==> src/rtl/psum_window_acc.sv <==
// Signed partial-sum window accumulator: sliding or block windows of WIN samples, one-entry valid/ready output.
// Define PSUM_ACC_SAT_EN to saturate the result to OUT_W; otherwise the result wraps to the low OUT_W bits.
module psum_window_acc #(
    parameter int DATA_W = 16,
    parameter int WIN    = 3,
    parameter int OUT_W  = 16
) (
    input  logic                     clk,
    input  logic                     rst,
    input  logic                     mode,
    input  logic                     clear,
    input  logic                     in_valid,
    output logic                     in_ready,
    input  logic signed [DATA_W-1:0] psum_in,
    output logic                     out_valid,
    input  logic                     out_ready,
    output logic signed [OUT_W-1:0]  acc_out
);

    localparam int ACC_W  = DATA_W + $clog2(WIN);
    localparam int PTR_W  = $clog2(WIN);
    localparam int FILL_W = $clog2(WIN + 1);

    localparam logic signed [ACC_W-1:0] SAT_MAX = {{(ACC_W-OUT_W+1){1'b0}}, {(OUT_W-1){1'b1}}};
    localparam logic signed [ACC_W-1:0] SAT_MIN = {{(ACC_W-OUT_W+1){1'b1}}, {(OUT_W-1){1'b0}}};

    logic signed [DATA_W-1:0] win_buf_q [WIN];
    logic [PTR_W-1:0]         wp_q, wp_d;
    logic [FILL_W-1:0]        fill_q, fill_d;
    logic signed [ACC_W-1:0]  sum_q, sum_d;
    logic                     mode_q;
    logic                     out_valid_q, out_valid_d;
    logic signed [OUT_W-1:0]  acc_q, acc_d;

    logic                     flush;
    logic                     accept;
    logic                     full;
    logic                     result_load;
    logic [FILL_W-1:0]        fill_inc;
    logic signed [ACC_W-1:0]  ext_in;
    logic signed [ACC_W-1:0]  ext_old;
    logic signed [ACC_W-1:0]  result_sum;
    logic signed [OUT_W-1:0]  acc_conv;

    // A mode change behaves exactly like a clear for that cycle.
    assign flush     = clear || (mode != mode_q);
    assign in_ready  = !out_valid_q || out_ready;
    assign accept    = in_valid && in_ready && !flush;
    assign full      = (fill_q == FILL_W'(WIN));
    assign fill_inc  = fill_q + FILL_W'(1);
    assign ext_in    = {{(ACC_W-DATA_W){psum_in[DATA_W-1]}}, psum_in};
    assign ext_old   = {{(ACC_W-DATA_W){win_buf_q[wp_q][DATA_W-1]}}, win_buf_q[wp_q]};
    assign out_valid = out_valid_q;
    assign acc_out   = acc_q;

    always_comb begin
`ifdef PSUM_ACC_SAT_EN
        if (result_sum > SAT_MAX)      acc_conv = SAT_MAX[OUT_W-1:0];
        else if (result_sum < SAT_MIN) acc_conv = SAT_MIN[OUT_W-1:0];
        else                           acc_conv = result_sum[OUT_W-1:0];
`else
        acc_conv = result_sum[OUT_W-1:0];
`endif
    end

    always_comb begin
        // NOTE: every comb output gets a default first so no path can infer a latch.
        sum_d       = sum_q;
        fill_d      = fill_q;
        wp_d        = wp_q;
        result_load = 1'b0;
        result_sum  = sum_q;
        if (flush) begin
            sum_d  = '0;
            fill_d = '0;
            wp_d   = '0;
        end else if (accept) begin
            if (!mode) begin
                result_sum  = full ? (sum_q + ext_in - ext_old) : (sum_q + ext_in);
                sum_d       = result_sum;
                fill_d      = full ? fill_q : fill_inc;
                wp_d        = (wp_q == PTR_W'(WIN - 1)) ? '0 : wp_q + PTR_W'(1);
                result_load = full || (fill_inc == FILL_W'(WIN));
            end else begin
                result_sum = sum_q + ext_in;
                if (fill_inc == FILL_W'(WIN)) begin
                    result_load = 1'b1;
                    sum_d       = '0;
                    fill_d      = '0;
                    wp_d        = '0;
                end else begin
                    sum_d  = result_sum;
                    fill_d = fill_inc;
                end
            end
        end

        out_valid_d = out_valid_q;
        acc_d       = acc_q;
        if (flush) begin
            out_valid_d = 1'b0;
        end else if (result_load) begin
            out_valid_d = 1'b1;
            acc_d       = acc_conv;
        end else if (out_ready) begin
            out_valid_d = 1'b0;
        end
    end

    always_ff @(posedge clk or posedge rst) begin
        // NOTE: sequential state uses non-blocking assignments only.
        if (rst) begin
            sum_q       <= '0;
            fill_q      <= '0;
            wp_q        <= '0;
            mode_q      <= 1'b0;
            out_valid_q <= 1'b0;
            acc_q       <= '0;
        end else begin
            sum_q       <= sum_d;
            fill_q      <= fill_d;
            wp_q        <= wp_d;
            mode_q      <= mode;
            out_valid_q <= out_valid_d;
            acc_q       <= acc_d;
        end
    end

    // NOTE: the sample buffer has no reset; entries are only read once fill==WIN has rewritten them.
    always_ff @(posedge clk) begin
        if (accept && !mode) win_buf_q[wp_q] <= psum_in;
    end

endmodule

==> config.mk <==
export PLATFORM = sky130hd
export DESIGN_NAME = psum_window_acc
export DESIGN_NICKNAME = d
export VERILOG_FILES = /design/src/rtl/psum_window_acc.sv
export SDC_FILE = /design/constraint.sdc
export NUM_CORES = 1
export LEC_CHECK = 0
export CAP_MARGIN = 20
export CORE_MARGIN = 2
export CORE_UTILIZATION = 25
export DETAILED_ROUTE_END_ITERATION = 16
export GPL_TIMING_DRIVEN = 0
export SLEW_MARGIN = 0
export SYNTH_ARGS = -nofsm -noshare
export SYNTH_HDL_FRONTEND = slang
export SYNTH_SLANG_ARGS = --single-unit
==> constraint.sdc <==
create_clock -name clk -period 4.9 [get_ports clk]
set_clock_uncertainty 0.1 [all_clocks]
set_input_delay 0.49 -clock clk [delete_from_list [all_inputs] [get_ports clk]]
set_output_delay 0.49 -clock clk [all_outputs]
set_load 0.02 [all_outputs]
==> summary.txt, run 1 <==
Logic synthesis
  • Count of different cell masters after synthesis: 65
  • Synth Flop Type: edfxtp_1
  • Syn_nets: 553
  • Mapped cell area: 0.00514 sq mm
  • Post-Syn Instances: 497
  • Yosys synthesis warning count: 0
  • Top cell type's share of synthesized area: 0.280
  • Area contributors post-synth: edfxtp_1, dfrtp_1, ha_1
  • Number of synthesized register bits: 86
  • Syn Area/Cell: 10.3 sq um
  • Async set or reset register ratio after synthesis: 0.442
  • Cell taking the most area after synthesis: edfxtp_1
  • Register area share after synthesis: 0.466
  • EDFF count, synth: 48

CTS
  • Clock Latency Late Sink: 0.35 ns
  • CTS tree: built
  • TritonCTS Buffers: 9
  • CTS sink cnt: 86
  • H-tree Lvls: 3
  • Setup bufs post-CTS: 0
  • Longest Clk Path Bufs: 2
  • Clock Root Buffer: clkbuf_16
  • CTS clock-pin slew for the worst setup and hold paths: 0.06 ns

Die
  • Die height: 147 um
  • Num rows: 52
  • Die ar.: 0.0217 sq mm
  • Core footprint: 0.0202 sq mm
  • Starting density of the core: 0.254
  • Die width: 147 um
  • IO Pins: 40

GRT
  • Tot GR Track Use: 0.129
  • Vias in the first global route: 3,893
  • Remaining global-route overflow: 0
  • Initial antenna violation count: 0
  • Largest net degree at the start of global routing: 39
  • First-pass GRT wire length: 21,600 um

Critical path
  • Worst Path Required: 5.00 ns
  • Crit-path slowest cell: fa_1
  • Critical path data arrival time: 4.79 ns
  • Critical Path Sink Type: flip-flop
  • Reg-to-Reg Start: wp_q[0]
  • Most frequent CP cell: ha_1
  • Crit Path Class: in -> reg
  • Crit-path cells: clkdlybuf4s50_1 -> ha_1 -> fa_1 -> a211oi_4 -> o21ai_2 -> a31o_2 -> a21oi_2 -> xnor2_2 -> ha_1 -> a211o_1 -> o311ai_2 -> nor3b_2 -> or3_4 -> xor2_1 -> a2bb2oi_1 -> a21oi_1
  • CP max FO: 5
  • Crit-path max cell delay: 0.47 ns
  • CP startpoint kind: input pin
  • Critical Path Source: psum_in[0]

Detailed routing
  • 1st-iter DRT viols: 277
  • Via density: 4.79
  • Post-route DRC: 0
  • Drt total wl: 13,700 um
  • DR pass1 iterations: 5
  • Routed len/inst: 16.6 um
  • ANT nets after route: 0
  • Vias: 3,955

Job
  • Maxcap violations: 0

Finish
  • Commonest non-fill, non-tap cell in the layout: a21oi_1
  • Final nets: 607
  • Highest-count cells in the layout ignoring fill and taps: a21oi_1, edfxtp_1, nand2_1, dfrtp_1, clkdlybuf4s50_1
  • N_diodes: 0
  • Fillcell total: 2,053
  • Final design utilization: 0.311
  • Fraction of layout cells with a size suffix above 1: 0.0847
  • Area Overhead vs Synth: 22.5%

Timing
  • Final Critical Period: 4.69 ns
  • Setup TNS: 0 ns
  • Slew @ Worst Pin: 0.853 ns
  • Final count of hold timing violations: 0
  • Fin crit share: 0.957
  • Fmax: 213 MHz
  • # setup viols final: 0
  • Slew headroom: 0.431
  • RSZ-0062 raised after global routing: true
  • Final WS setup: 0.209 ns
  • Fin. max-slew vios: 0

Placed design
  • I/O Buffers: 39
  • DP Worst Slack: -0.455 ns
  • Final RePlAce weighted congestion: 0.827
  • Post-DP HPWL: 10,200 um

Power
  • Leak: 0.00242 uW
  • Power Dens Cells: 346 mW/mm^2
  • Max rail drop VDD: 0.215 mV
  • Total power draw: 2180 uW

Hold path
  • Min-delay src: acc_out[13]
  • Worst min-delay path class: reg -> reg

Run status
  • Status: finished clean
critical path: cells and delay by family:
kind | cells | cell delay (ns)
and+or+nand+nor | 2 | 0.47
adders and majority gates | 3 | 1.07
AOI/OAI and AO/OA | 8 | 1.95
buffers and inverters | 1 | 0.46
xor gates and xnor gates | 2 | 0.34
cell type report:
type                            count  area [sq um]  area share
Clock inverter                      4          72.6      0.0115
Sequential cell                    86          2390       0.380
Tap cell                          270           338      0.0537
Clock buffer                       11           233      0.0370
Timing Repair Buffer               43           423      0.0672
Inverter                           13          48.8     0.00775
Multi-Input combinational cell    381          2720       0.432
Buffer                             17          66.3      0.0105
synth_stat cells, types with 2 or more instances:
library cell / count
o21ai_0: 33
and2_1: 2
ha_1: 32
buf_2: 2
o21ai_1: 9
nor2_1: 37
a2111oi_0: 2
o211ai_1: 3
or3_1: 5
nand2b_1: 7
buf_1: 3
o31ai_1: 5
o22ai_1: 2
a211oi_1: 4
edfxtp_1: 48
o211a_1: 3
a211o_1: 3
nor3_1: 6
a311oi_1: 4
and3_1: 2
a221o_1: 2
a21o_1: 8
a31oi_1: 3
mux2i_1: 22
nor2b_1: 11
nand3_1: 7
clkbuf_1: 12
o2111ai_1: 3
o21bai_1: 2
nor3b_1: 3
a2bb2oi_1: 3
dfrtp_1: 38
xor2_1: 10
nand2_1: 42
o21a_1: 5
fa_1: 2
nor4_1: 3
inv_1: 13
a21oi_1: 52
mux2_2: 3
xnor2_1: 17
sequential cells by signal, summed over array words and instances, names as in the netlist:
name       count
win_buf_q     48
sum_q         16
fill_q         2
out_valid      1
mode_q         1
wp_q           2
acc_out       16
layer usage:
layer / share of wire / vias up / global-route usage / wire (um)
met3: 0.040 / 18 / 0.0222 / 542
met4: 0.019 / 0 / 0.0442 / 258
met5: 0 / - / 0 / 0
met1: 0.48 / 1872 / 0.178 / 6600
met2: 0.46 / 94 / 0.207 / 6280
li1: - / 1971 / - / -
final timing paths:
check	endpoint	slack, ns	depth (start not counted)
max	sum_q[13]	0.21	16
min	acc_out[13]	0.39	2
max reg2reg	sum_q[13]	0.38	16
min reg2reg	acc_out[13]	0.39	2
max in group asynchronous	wp_q[1]	3.61	2
min in group asynchronous	acc_out[0]	0.53	2
repair_timing:
| action | CTS | global route |
|---|---|---|
| endpoints found under the setup margin | 6 | 8 |
| hold buffers | 0 | 0 |
| pin swaps | 0 | 1 |
| resized for setup | 3 | 13 |
through the flow:
stage | instances | hold WS [ns] | instance area, sq um
final | 825 | 0.387 | 6290
after CTS | 824 | 0.389 | 6220
after global placement | 806 | 0.367 | 5870
after floorplan | 497 | 0.354 | 5140
after detailed placement | 809 | 0.375 | 5900
after global routing | 825 | 0.409 | 6290
kinds of logic after synthesis:
group / synth area share
AO/OA/AOI/OAI: 0.199
AND/OR/NAND/NOR: 0.127
flip-flops: 0.466
adder cells (fa/ha/maj): 0.0903
buffers and inverters: 0.0224
XOR/XNOR: 0.0460
multiplexers: 0.0494
power by group:
group	internal [uW]	switching (uW)
Combinational	269	340
Clock	443	280
Sequential	815	29.4
Total	1530	650
(Power assumes the default switching activity.)
==> inputs of run 2 (changes only) <==
- SKIP_CTS_REPAIR_TIMING: unset -> 1
==> run 2 against run 1 <==
  * Non-clock buffer count unchanged
  * Utilization about the same
  * Sequential power barely moved
  * Critical path depth increased by 1
  * Cell count is the same
  * Via count is 0.10% lower
  * Wire length rose by 0.18%
  * Final area about the same
  * First-iteration DRC count rose by 17%
  * Largest cell class unchanged
  * Largest power group unchanged
==> summary.txt, run 2 (synthesized netlist as in run 1, its figures left out) <==
Run status
  • Status: finished clean (unchanged)

Finish
  • Fillcell total: 2,050 (was 2,053)
  • Largest Register: win_buf_q (unchanged)
  • Commonest non-fill, non-tap cell in the layout: a21oi_1 (unchanged)
  • Final nets: 607 (unchanged)
  • Fraction of layout cells with a size suffix above 1: 0.0847 (unchanged)
  • Multi-input logic area: 0.00273 sq mm (was 0.00272 sq mm)
  • Max reg flops: 48 (unchanged)
  • Reg area: 0.00239 sq mm (unchanged)
  • N_diodes: 0 (unchanged)
  • Highest-count cells in the layout ignoring fill and taps: a21oi_1, edfxtp_1, nand2_1, clkdlybuf4s50_1, dfrtp_1 (was a21oi_1, edfxtp_1, nand2_1, dfrtp_1, clkdlybuf4s50_1)
  • Area Overhead vs Synth: 22.5% (about the same)

Detailed routing
  • 1st-iter DRT viols: 324 (was 277)
  • DR pass1 iterations: 5 (unchanged)
  • Post-route DRC: 0 (unchanged)
  • Via density: 4.79 (about the same)
  • ANT nets after route: 0 (unchanged)
  • Drt total wl: 13,700 um (about the same)
  • Vias: 3,951 (was 3,955)
  • Routed len/inst: 16.6 um (about the same)

Power
  • Combinational share of power: 0.281 (was 0.280)
  • Part of the power in registers: 0.388 (about the same)
  • Sw Ratio: 0.298 (was 0.299)
  • Switching pwr: 648 uW (was 650 uW)
  • Internal Power: 1530 uW (about the same)
  • Max rail drop VDD: 0.212 mV (was 0.215 mV)
  • Leak: 0.00241 uW (was 0.00242 uW)
  • Clock share of power: 0.331 (was 0.332)
  • Power Dens Cells: 346 mW/mm^2 (about the same)

Critical path
  • Largest delay share family, worst path: compound AO/OA/AOI/OAI gates (unchanged)
  • Worst Path Required: 5.03 ns (was 5.00 ns)
  • Crit-path slowest cell: clkdlybuf4s50_1 (was fa_1)
  • Crit Path Class: in -> reg (unchanged)
  • Most frequent CP cell: a21oi_2 (was ha_1)
  • Crit-path max cell delay: 0.49 ns (was 0.47 ns)
  • CP max FO: 6 (was 5)
  • Critical Path Sink Type: flip-flop (unchanged)
  • Critical path data arrival time: 4.80 ns (was 4.79 ns)
  • CP startpoint kind: input pin (unchanged)
  • Critical path buffer and inverter count: 1 (unchanged)
  • Crit-path cells: clkdlybuf4s50_1 -> ha_1 -> o21a_1 -> a21oi_2 -> o22ai_2 -> a21oi_2 -> o21bai_1 -> a21oi_1 -> xnor2_1 -> ha_1 -> a2111oi_4 -> a21bo_1 -> a211o_1 -> a41o_1 -> a21oi_2 -> mux2i_1 -> a221o_1 (was clkdlybuf4s50_1 -> ha_1 -> fa_1 -> a211oi_4 -> o21ai_2 -> a31o_2 -> a21oi_2 -> xnor2_2 -> ha_1 -> a211o_1 -> o311ai_2 -> nor3b_2 -> or3_4 -> xor2_1 -> a2bb2oi_1 -> a21oi_1)

CTS
  • CTS clock-pin slew for the worst setup and hold paths: 0.06 ns (about the same)
  • Clock Root Buffer: clkbuf_16 (unchanged)
  • Clock Latency Late Sink: 0.34 ns (was 0.35 ns)
  • CTS tree: built (unchanged)
  • TritonCTS Buffers: 9 (unchanged)
  • H-tree Lvls: 3 (unchanged)
  • CTS sink cnt: 86 (unchanged)
  • Longest Clk Path Bufs: 2 (unchanged)

Timing
  • Slew @ Worst Pin: 0.858 ns (was 0.853 ns)
  • Fmax: 214 MHz (was 213 MHz)
  • Fin. max-slew vios: 0 (unchanged)
  • Min Hold Slack: 0.385 ns (was 0.387 ns)
  • Fin crit share: 0.952 (was 0.957)
  • Final WS setup: 0.235 ns (was 0.209 ns)
  • Final Critical Period: 4.66 ns (was 4.69 ns)
  • RSZ-0062 raised after global routing: true (unchanged)
  • Final count of hold timing violations: 0 (unchanged)
  • # setup viols final: 0 (unchanged)
  • Slew headroom: 0.427 (was 0.431)

GRT
  • GRT met2 Usage: 0.207 (unchanged)
  • Largest net degree at the start of global routing: 39 (unchanged)
  • First-pass GRT wire length: 21,600 um (unchanged)
  • Met1 Use GR: 0.178 (unchanged)
  • Met3 usage: 0.0222 (unchanged)
  • Remaining global-route overflow: 0 (unchanged)
  • Tot GR Track Use: 0.129 (unchanged)
  • Layer with the highest usage: met2 (unchanged)
  • Initial antenna violation count: 0 (unchanged)
  • Vias in the first global route: 3,893 (unchanged)

Hold path
  • Worst min-delay path class: reg -> reg (unchanged)

Die
  • Die height: 147 um (unchanged)
  • Num rows: 52 (unchanged)
  • Die ar.: 0.0217 sq mm (unchanged)
  • Core footprint: 0.0202 sq mm (unchanged)
  • Die width: 147 um (unchanged)
  • Starting density of the core: 0.254 (unchanged)
  • IO Pins: 40 (unchanged)

Placed design
  • Final RePlAce weighted congestion: 0.827 (unchanged)
  • Post-DP HPWL: 10,200 um (unchanged)
  • DP Worst Slack: -0.455 ns (unchanged)
  • I/O Buffers: 39 (unchanged)

Job
  • Maxcap violations: 0 (unchanged)
==> run 2: cell types whose count changed in the layout (fill, tap and decap cells not counted) <==
cell,delta
dlymetal6s2s_1,-1
ha_2,-1
fa_1,-1
ha_1,+1
clkdlybuf4s50_1,+1
fa_2,+1
nor3b_2,-1
nor3b_4,+1
==> run 2: final cells by class <==
class / instances / share of cell area
Inverter: 13 / 0.00775
Multi-Input combinational cell: 381 / 0.433
Buffer: 17 / 0.0105
Tap cell: 270 / 0.0536
Clock buffer: 11 / 0.0370
Sequential cell: 86 / 0.380
Clock inverter: 4 / 0.0115
Timing Repair Buffer: 43 / 0.0668
==> run 2: per-layer routing <==
layer,up-vias,part of all wire
li1,1970,-
met1,1881,0.48
met2,84,0.46
met3,16,0.038
met4,0,0.016
met5,-,0
==> run 2: final timing paths <==
check                      cells past startpoint  startpoint  slack [ns]           to
min reg2reg                                    2    sum_q[2]        0.39     sum_q[2]
max in group asynchronous                      2         rst        3.61      wp_q[1]
min                                            2    sum_q[2]        0.39     sum_q[2]
max                                           17  psum_in[2]        0.24  acc_out[14]
min in group asynchronous                      2         rst        0.54   acc_out[0]
max reg2reg                                   16     wp_q[0]        0.41    sum_q[13]
==> run 2: stage by stage <==
stage                     instances  total power [uW]  cell area (sq um)  TNS, ns  utilization
final                           825              2180               6300        0        0.311
after global routing            825              2280               6300  -0.0422        0.311
after CTS                       824              2170               6210   -0.281        0.307
after detailed placement        809              1440               5900    -2.80        0.292
after global placement          806              1440               5870   -19.40        0.290
after floorplan                 497              1250               5140        0            -
==> run 2: power groups by stage <==
stage	Sequential, uW	Combinational (uW)	Clock, uW
after floorplan	897	353	0
after global placement	858	582	0
after detailed placement	859	584	0
after CTS	845	589	733
after global routing	851	673	759
final	845	612	720
==> run 2: worst min-delay path, stage by stage (launching register included) <==
cell and delay, ns:
dfrtp_1 0.34, nand2_1 0.05, o21ai_0 0.06
==> inputs of run 3 (changes only) <==
--- a/config.mk
+++ b/config.mk
@@ -6,4 +6,5 @@
 export NUM_CORES = 1
 export LEC_CHECK = 0
+export ABC_AREA = 1
 export CAP_MARGIN = 20
 export CORE_MARGIN = 2
@@ -12,5 +13,5 @@
 export GPL_TIMING_DRIVEN = 0
 export SKIP_CTS_REPAIR_TIMING = 1
-export SLEW_MARGIN = 0
+export SLEW_MARGIN = 20
 export SYNTH_ARGS = -nofsm -noshare
 export SYNTH_HDL_FRONTEND = slang
==> constraint.sdc (replaced) <==
create_clock -name clk -period 4.9 [get_ports clk]
set_clock_uncertainty 0.1 [all_clocks]
set_input_delay 0.49 -clock clk [delete_from_list [all_inputs] [get_ports clk]]
set_output_delay 0.49 -clock clk [all_outputs]
set_load 0.005 [all_outputs]
==> run 3 against run 2 <==
  * Combinational power decreased by 10%
  * Utilization decreased by 0.32 points
  * Setup slack improved by 0.67 ns
  * Sequential share of layout area decreased by 1.2 points
  * Final area increased by 3.2%
  * Critical path depth increased by 2
  * Power decreased by 2.3%
  * Area after synthesis increased by 5.0%
  * Hold slack got worse by 0.068 ns
  * Critical path type unchanged
==> summary.txt, run 3 <==
Run status
  • Status: finished clean (unchanged)

Timing
  • Min Hold Slack: 0.317 ns (was 0.385 ns)
  • Slew @ Worst Pin: 0.851 ns (was 0.858 ns)
  • Final Critical Period: 4.00 ns (was 4.66 ns)
  • Fin. max-slew vios: 0 (unchanged)
  • Setup TNS: 0 ns (unchanged)
  • Fmax: 250 MHz (was 214 MHz)
  • RSZ-0062 raised after global routing: false (was true)
  • Slew headroom: 0.432 (was 0.427)
  • Final count of hold timing violations: 0 (unchanged)
  • # setup viols final: 0 (unchanged)
  • Fin crit share: 0.816 (was 0.952)

Die
  • Die ar.: 0.0228 sq mm (was 0.0217 sq mm)
  • Die height: 151 um (was 147 um)
  • Core footprint: 0.0211 sq mm (was 0.0202 sq mm)
  • Starting density of the core: 0.256 (was 0.254)
  • IO Pins: 40 (unchanged)
  • Num rows: 53 (was 52)
  • Die width: 151 um (was 147 um)

Critical path
  • Critical Path Source: psum_in[0] (was psum_in[2])
  • Largest delay share family, worst path: simple AND/OR/NAND/NOR gates (was compound AO/OA/AOI/OAI gates)
  • FF-to-FF End: sum_q[14] (was sum_q[13])
  • Crit-path max cell delay: 0.49 ns (about the same)
  • CP startpoint kind: input pin (unchanged)
  • WP depth: 19 (was 17)
  • Setup crit end: sum_q[12] (was acc_out[14])
  • Crit-path cells: clkdlybuf4s50_1 -> ha_1 -> fa_1 -> nand3_1 -> nand3_1 -> a21oi_1 -> o21bai_1 -> xnor2_1 -> inv_1 -> ha_1 -> nand2_1 -> nor2_1 -> nand4_1 -> nand3_1 -> nand2_1 -> nand3_1 -> nand3_1 -> nand2_1 -> nand2_1 (was clkdlybuf4s50_1 -> ha_1 -> o21a_1 -> a21oi_2 -> o22ai_2 -> a21oi_2 -> o21bai_1 -> a21oi_1 -> xnor2_1 -> ha_1 -> a2111oi_4 -> a21bo_1 -> a211o_1 -> a41o_1 -> a21oi_2 -> mux2i_1 -> a221o_1)
  • Worst Path Required: 5.04 ns (was 5.03 ns)
  • Reg2Reg Depth: 25 (was 16)
  • Crit Path Class: in -> reg (unchanged)
  • Critical Path Sink Type: flip-flop (unchanged)
  • Critical path buffer and inverter count: 2 (was 1)
  • Critical path data arrival time: 4.14 ns (was 4.80 ns)
  • Reg-to-Reg Start: wp_q[1] (was wp_q[0])
  • Most frequent CP cell: nand3_1 (was a21oi_2)
  • CP max FO: 4 (was 6)
  • Crit-path slowest cell: clkdlybuf4s50_1 (unchanged)
  • R2R Setup Slk: 1.12 ns (was 0.41 ns)

Finish
  • Final design utilization: 0.308 (was 0.311)
  • Largest Register: win_buf_q (unchanged)
  • Commonest non-fill, non-tap cell in the layout: nand2_1 (was a21oi_1)
  • Fraction of layout cells with a size suffix above 1: 0.110 (was 0.0847)
  • Area Overhead vs Synth: 20.4% (was 22.5%)
  • Final nets: 751 (was 607)
  • Max reg flops: 48 (unchanged)
  • Reg area: 0.00239 sq mm (unchanged)
  • Non-filler instance count after layout: 975 (was 825)
  • Highest-count cells in the layout ignoring fill and taps: nand2_1, inv_1, edfxtp_1, nand3_1, clkdlybuf4s50_1 (was a21oi_1, edfxtp_1, nand2_1, clkdlybuf4s50_1, dfrtp_1)
  • Multi-input logic area: 0.00261 sq mm (was 0.00273 sq mm)
  • N_diodes: 0 (unchanged)
  • Fillcell total: 2,224 (was 2,050)

Logic synthesis
  • Area contributors post-synth: edfxtp_1, dfrtp_1, nand2_1 (was edfxtp_1, dfrtp_1, ha_1)
  • Post-synthesis mux area share: 0.00209 (was 0.0494)
  • Simple logic cell fraction of the synthesized area: 0.246 (was 0.127)
  • Mapped cell area: 0.00539 sq mm (was 0.00514 sq mm)
  • Largest family of logic cells by synthesized area: simple AND/OR/NAND/NOR gates (was compound AO/OA/AOI/OAI gates)
  • Most common cell in the netlist: nand2_1 (was a21oi_1)
  • XOR/XNOR share of the synthesized area: 0.0193 (was 0.0460)
  • Number of synthesized register bits: 86 (unchanged)
  • Syn Area/Cell: 8.40 sq um (was 10.3 sq um)
  • Count of different cell masters after synthesis: 44 (was 65)
  • Register area share after synthesis: 0.444 (was 0.466)
  • Yosys synthesis warning count: 0 (unchanged)
  • Post-Syn Instances: 642 (was 497)
  • Synth Area in Compound Gates: 0.133 (was 0.199)
  • Synth Flop Type: edfxtp_1 (unchanged)
  • EDFF count, synth: 48 (unchanged)
  • Adder-cell area share of the yosys netlist: 0.0817 (was 0.0903)
  • Cell taking the most area after synthesis: edfxtp_1 (unchanged)
  • Top cell type's share of synthesized area: 0.267 (was 0.280)
  • Async set or reset register ratio after synthesis: 0.442 (unchanged)
  • Syn_nets: 698 (was 553)
  • Most instantiated cells after synthesis: nand2_1, inv_1, edfxtp_1, nand3_1, dfrtp_1 (was a21oi_1, edfxtp_1, nand2_1, dfrtp_1, nor2_1)

Power
  • Leak: 0.00302 uW (was 0.00241 uW)
  • Max rail drop VDD: 0.130 mV (was 0.212 mV)
  • Clock share of power: 0.343 (was 0.331)
  • Combinational share of power: 0.258 (was 0.281)
  • Internal Power: 1500 uW (was 1530 uW)
  • Power Dens Cells: 327 mW/mm^2 (was 346 mW/mm^2)
  • Part of the power in registers: 0.399 (was 0.388)
  • Switching pwr: 623 uW (was 648 uW)
  • Sw Ratio: 0.293 (was 0.298)

CTS
  • H-tree Lvls: 3 (unchanged)
  • CTS clock-pin slew for the worst setup and hold paths: 0.06 ns (about the same)
  • Clock Latency Late Sink: 0.34 ns (about the same)
  • CTS sink cnt: 86 (unchanged)
  • CTS tree: built (unchanged)
  • Clock Root Buffer: clkbuf_16 (unchanged)
  • TritonCTS Buffers: 9 (unchanged)
  • Longest Clk Path Bufs: 2 (unchanged)

Detailed routing
  • Post-route DRC: 0 (unchanged)
  • Drt total wl: 13,500 um (was 13,700 um)
  • Routed len/inst: 13.8 um (was 16.6 um)
  • DR pass1 iterations: 5 (unchanged)
  • Via density: 4.47 (was 4.79)
  • ANT nets after route: 0 (unchanged)
  • 1st-iter DRT viols: 411 (was 324)
  • Vias: 4,358 (was 3,951)

Placed design
  • Placed cells: 959 (was 809)
  • I/O Buffers: 39 (unchanged)
  • Post-DP HPWL: 10,700 um (was 10,200 um)
  • Final RePlAce weighted congestion: 0.826 (was 0.827)

GRT
  • GRT met2 Usage: 0.203 (was 0.207)
  • Remaining global-route overflow: 0 (unchanged)
  • Met3 usage: 0.0154 (was 0.0222)
  • Tot GR Track Use: 0.125 (was 0.129)
  • Initial antenna violation count: 0 (unchanged)
  • Layer with the highest usage: met2 (unchanged)
  • Vias in the first global route: 4,247 (was 3,893)
  • Largest net degree at the start of global routing: 27 (was 39)
  • First-pass GRT wire length: 21,900 um (was 21,600 um)
  • Met1 Use GR: 0.172 (was 0.178)

Hold path
  • Worst min-delay path class: in -> async (was reg -> reg)

Job
  • Maxcap violations: 0 (unchanged)
run 3: kinds of logic after synthesis:
group	Yosys count
flops	86
fa+ha+maj	34
buf+inv	103
compound gates	117
mux	1
xor+xnor	11
simple gates	290
run 3: area by class of cell:
type                       instances  area share
multi-input combinational        453       0.402
sequential                        86       0.368
timing repair buffer              42      0.0666
inverter                          92      0.0535
tap                              275      0.0530
clock buffer                      10      0.0352
clock inverter                     6      0.0133
buffer                            11     0.00790
run 3: per-stage QoR:
stage               cell area, sq um  setup slack [ns]  total power, uW
detailed placement              6180             0.606             1400
CTS                             6500             0.965             2140
finish                          6500             0.902             2130
global placement                6130             0.385             1400
floorplan                       5390              1.68             1210
global route                    6500             0.610             2240
run 3: power groups by stage:
stage | sequential, uW | combinational, uW | clock, uW
2_1_floorplan | 859 | 350 | 0
3_3_place_gp | 862 | 538 | 0
3_5_place_dp | 862 | 543 | 0
4_1_cts | 849 | 549 | 742
5_1_grt | 854 | 616 | 771
6_report | 848 | 549 | 730
run 3: worst min path at each step:
stage / startpoint / to / slack, ns / cells after the start
final: rst / acc_out[15] / 0.32 / 2
after detailed placement: sum_q[10] / sum_q[10] / 0.38 / 2
after CTS: rst / acc_out[15] / 0.33 / 2
after global routing: rst / acc_out[15] / 0.35 / 2
after floorplan: sum_q[11] / sum_q[11] / 0.35 / 2
after global placement: sum_q[11] / sum_q[11] / 0.37 / 2
run 3: metal layers:
metal / vias up / part of all wire
met3: 10 / 0.027
met2: 76 / 0.45
met5: - / 0
li1: 2260 / -
met1: 2012 / 0.51
met4: 0 / 0.013
